**src/rtl/fetch_stage_ctrl.sv**
```systemverilog
// fetch_stage_ctrl: PC, single-outstanding IMEM fetch with one-entry skid buffer, IF/ID register
module fetch_stage_ctrl #(
  parameter logic [31:0] RESET_PC  = 32'h0040_0000,
  parameter logic [31:0] NOP_INSTR = 32'h0000_0000
) (
  input  logic        clk,
  input  logic        reset,
  input  logic        pc_write_i,
  input  logic        ifid_write_i,
  input  logic        ifid_flush_n_i,
  input  logic        redirect_i,
  input  logic [31:0] redirect_pc_i,
  output logic        imem_req_o,
  output logic [31:0] imem_addr_o,
  input  logic        imem_ack_i,
  input  logic [31:0] imem_rdata_i,
  output logic [31:0] ifid_instr_o,
  output logic [31:0] ifid_pc4_o,
  output logic        ifid_valid_o
);
  typedef enum logic [1:0] {REQ, BUF, DROP} state_t;
  state_t      state;
  logic [31:0] pc, buffer, pend_pc, pc4, load_data;
  logic        advance, load_real, bubble;
  always_comb begin
    pc4       = pc + 32'd4;
    advance   = pc_write_i & ifid_write_i;
    load_real = ifid_flush_n_i & ~redirect_i & advance &
                ((state == BUF) | ((state == REQ) & imem_ack_i));
    load_data = (state == BUF) ? buffer : imem_rdata_i;
    // a writable IF/ID with nothing real to load takes a bubble
    bubble    = ~ifid_flush_n_i | (ifid_write_i & ~load_real);
  end
  assign imem_req_o  = ~reset & (state != BUF);
  assign imem_addr_o = pc;
  always_ff @(posedge clk) begin
    if (reset) begin
      state        <= REQ;
      pc           <= RESET_PC;
      buffer       <= '0;
      pend_pc      <= '0;
      ifid_instr_o <= NOP_INSTR;
      ifid_pc4_o   <= '0;
      ifid_valid_o <= 1'b0;
    end else begin
      if (bubble) begin
        ifid_instr_o <= NOP_INSTR;
        ifid_pc4_o   <= '0;
        ifid_valid_o <= 1'b0;
      end else if (load_real) begin
        ifid_instr_o <= load_data;
        ifid_pc4_o   <= pc4;
        ifid_valid_o <= 1'b1;
      end
      case (state)
        REQ:
          if (imem_ack_i) begin
            if (redirect_i) pc <= redirect_pc_i;
            else if (load_real) pc <= pc4;
            else begin
              buffer <= imem_rdata_i;
              state  <= BUF;
            end
          end else if (redirect_i) begin
            pend_pc <= redirect_pc_i;
            state   <= DROP;
          end
        BUF:
          if (redirect_i) begin
            pc    <= redirect_pc_i;
            state <= REQ;
          end else if (load_real) begin
            pc    <= pc4;
            state <= REQ;
          end
        DROP:
          if (imem_ack_i) begin
            pc    <= redirect_i ? redirect_pc_i : pend_pc;
            state <= REQ;
          end else if (redirect_i) pend_pc <= redirect_pc_i;
        default: state <= REQ;
      endcase
    end
  end
endmodule
```
**config.mk**
```make
export PLATFORM = sky130hd
export DESIGN_NAME = fetch_stage_ctrl
export DESIGN_NICKNAME = d
export VERILOG_FILES = /design/src/rtl/fetch_stage_ctrl.sv
export SDC_FILE = /design/constraint.sdc
export NUM_CORES = 1
export LEC_CHECK = 0
export CAP_MARGIN = 5
export CORE_MARGIN = 3
export CORE_UTILIZATION = 50
export CTS_CLUSTER_DIAMETER = 150
export CTS_CLUSTER_SIZE = 24
export DETAILED_ROUTE_END_ITERATION = 10
export PLACE_DENSITY = 0.8
export RECOVER_POWER = 25
export SKIP_LAST_GASP = 1
export SLEW_MARGIN = 20
export SYNTH_ARGS = -nofsm -noshare
export SYNTH_HDL_FRONTEND = slang
export SYNTH_SLANG_ARGS = --single-unit
```
**constraint.sdc**
```tcl
create_clock -name clk -period 2.4 [get_ports clk]
set_clock_uncertainty 0.05 [all_clocks]
set_input_delay 0.72 -clock clk [delete_from_list [all_inputs] [get_ports clk]]
set_output_delay 0.72 -clock clk [all_outputs]
set_load 0.05 [all_outputs]
```
==> impl_metrics.env <==
export IMPL_status="finished, final reports clean"
export IMPL_routedWlPerCell_um=16.9
export IMPL_nets=1230
export IMPL_hpwl_um=15600
export IMPL_synthArstFlopShare_pct=0
export IMPL_synth_top_cells_by_count="nand2_1, dfxtp_1, a21oi_1, nor2_1, clkbuf_1"
export IMPL_cp_slowest_stage_delay_ps=810
export IMPL_p_seq_share_pct=44.8
export IMPL_rsz0062_at_grt="no"
export IMPL_hold_path_class="reg -> reg"
export IMPL_synth_cell_types=55
export IMPL_worstPathArrival_ps=1600
export IMPL_die_h_um=128
export IMPL_cts_root_buf="clkbuf_16"
export IMPL_hold_depth=2
export IMPL_p_sw_share_pct=27.7
export IMPL_slowest_stage="clkdlybuf4s50_1"
export IMPL_p_switching_mw=1.79
export IMPL_endpoint_kind="output port"
export IMPL_synth_edf_count=0
export IMPL_drt_iter0_drc=693
export IMPL_antenna_found_initial=0
export IMPL_firstDrtPassIters=5
export IMPL_cts_max_level=4
export IMPL_die_x_um=128
export IMPL_path_max_fanout=2
export IMPL_combPwrFrac_pct=14.1
export IMPL_grt_pass1_wl_um=36300
export IMPL_drc=0
export IMPL_place_gp_congestion=0.896
export IMPL_reg2reg_depth=6
export IMPL_ant_nets=0
export IMPL_syn_to_final_growth_pct=34.4
export IMPL_reg2reg_from="imem_addr_o[2]"
export IMPL_critical_path_class="reg -> out"
export IMPL_synth_net_count=1056
export IMPL_cts_tree="yes"
export IMPL_viasPerCell=5.74
export IMPL_drive_gt1_share_pct=10.9
export IMPL_wirelength_um=22800
export IMPL_crit_cells=1
export IMPL_clkPwrFrac_pct=41.1
export IMPL_avgSynthCellArea_um2=7.52
export IMPL_maxSlewHeadroom_pct=53.4
export IMPL_ys_seq_elements=163
export IMPL_fin_crit_ps=2370
export IMPL_grt_max_degree=56
export IMPL_setup_violations_final=0
export IMPL_post_route_period_util_pct=98.9
export IMPL_path_clk_slew_ps=60
export IMPL_grt_pass1_vias=7202
export IMPL_worst_pin_slew_ps=702
export IMPL_synth_largest_area_cell="dfxtp_1"
export IMPL_port_buffer_count=168
export IMPL_cts_buffers=17
export IMPL_clk_path_buf_depth=2
export IMPL_slew_viol_final=0
export IMPL_start_kind="flip-flop"
export IMPL_hold_path_startpoint="pend_pc[1]"
export IMPL_n_antenna_cell=0
export IMPL_cp_cell_sequence="clkdlybuf4s50_1"
export IMPL_synthMostInstantiatedCell="nand2_1"
export IMPL_tns_ps=0
export IMPL_ys_seq_area_share_pct=44.1
export IMPL_crit_family="buffers and inverters"
export IMPL_syn_inst=984
export IMPL_grt_ovfl_total=0
export IMPL_yosysTopAreaCellShare_pct=44.1
export IMPL_startpoint="ifid_pc4_o[23]"
export IMPL_final_util_pct=70.2
export IMPL_hold_violations=0
export IMPL_crit_required_ps=1630
export IMPL_vias=7752
export IMPL_vdd_drop_max_v=0.000515
export IMPL_power_internal_mw=4.67
export IMPL_p_per_area_mw_per_mm2=650
export IMPL_cap_violations=0
export IMPL_core_mm2=0.0141
export IMPL_critPathBufInv=1
export IMPL_netlist_area_mm2=0.00740
export IMPL_initial_core_util_pct=52.3
export IMPL_num_io_pins=169
export IMPL_fmax_ghz=0.421
export IMPL_numClockSinks=163
export IMPL_p_leak_nw=3.56
export IMPL_clk_latency_ps=430
export IMPL_dieArea_mm2=0.0163
export IMPL_ys_warnings_count=0
export IMPL_std_cell_rows=43
export IMPL_synth_flop_cell="dfxtp_1"
export IMPL_grt_util_all_layers_pct=27.8
export IMPL_synth_area_top_cells="dfxtp_1, nand2_1, a21oi_1, o21ai_0, a311oi_1"
repair_timing:
action | 4_1_cts | 5_1_grt
setup endpoints to repair | 4 | 17
hold buffers | 0 | 0
gates resized for setup | 4 | 17
cloned | 0 | 0
buffers inserted | 0 | 0
flip-flops by register name, summed over array words and instances, names as in the netlist:
name	cells
ifid_pc4_o	32
pend_pc	32
imem_addr_o	32
ifid_valid_o	1
state	2
ifid_instr_o	32
buffer	32
final cells by class:
cell class	count	area, µm²
fillers	1187	4210
multi-input cells	733	3790
flip-flops and latches	163	3270
repair buffers	237	2050
clock buffers	21	470
well taps	180	225
clock inverters	11	104
inverters	6	22.5
per-layer routing:
layer | GRT usage (%) | vias to the layer above | wire [µm]
met5 | 0 | - | 0
met4 | 14.5 | 0 | 958
met3 | 6.98 | 68 | 2040
met2 | 43.7 | 348 | 10700
met1 | 35.3 | 3572 | 9130
li1 | - | 3764 | -
power by group through the flow:
| stage | clock [mW] | sequential (mW) | combinational, mW |
|---|---|---|---|
| 6_report | 2.65 | 2.90 | 0.907 |
| 5_1_grt | 2.78 | 2.91 | 0.983 |
| 3_3_place_gp | 0 | 2.95 | 0.919 |
| 4_1_cts | 2.67 | 2.89 | 0.933 |
| 3_5_place_dp | 0 | 2.95 | 0.929 |
| 2_1_floorplan | 0 | 3.06 | 0.385 |
stage by stage:
| stage | cell area (µm²) | hold slack, ps | worst slack (ps) | power [mW] | instances |
|---|---|---|---|---|---|
| after floorplan | 7400 | 382 | 71.3 | 3.45 | 984 |
| after global placement | 9560 | 387 | -198 | 3.87 | 1319 |
| after detailed placement | 9560 | 392 | -253 | 3.88 | 1319 |
| after CTS | 10100 | 403 | 4.57 | 6.49 | 1351 |
| after global routing | 9940 | 425 | 2.90 | 6.67 | 1351 |
| final | 9940 | 400 | 26.2 | 6.46 | 1351 |
path summary, 6_finish.rpt:
path	to	slack, ps
min	pend_pc[1]	400
min reg2reg	pend_pc[1]	400
max	ifid_pc4_o[23]	30
max reg2reg	imem_addr_o[16]	240
cell usage in the layout, fill, tap and decap left out, types with 27 or more instances in the layout:
master           instances
a21oi_1                116
a311oi_1                33
buf_4                   63
clkbuf_1                33
clkdlybuf4s50_1        116
dfxtp_1                161
nand2_1                270
nand3_1                 27
nor2_1                  68
o21ai_0                 59
tightest hold or removal path, delay by kind of cell, from the launching register on:
kind | cells | cell delay (ps)
AO/OA/AOI/OAI | 1 | 50
AND/OR/NAND/NOR | 1 | 50
flip-flops | 1 | 300
logic make-up (layout without fill, tap and decap cells):
group                      Yosys count  in the layout  share of synthesized area [%]
and+or+nand+nor                    446            446                           26.5
AOI/OAI and AO/OA                  258            258                           21.0
DFF                                163            163                           44.1
adders and majority gates            1              1                          0.169
buffers and inverters               88            275                           4.84
muxes                                1              1                          0.152
xor gates and xnor gates            27             27                           3.20
Power figures use the tool's default switching activity.
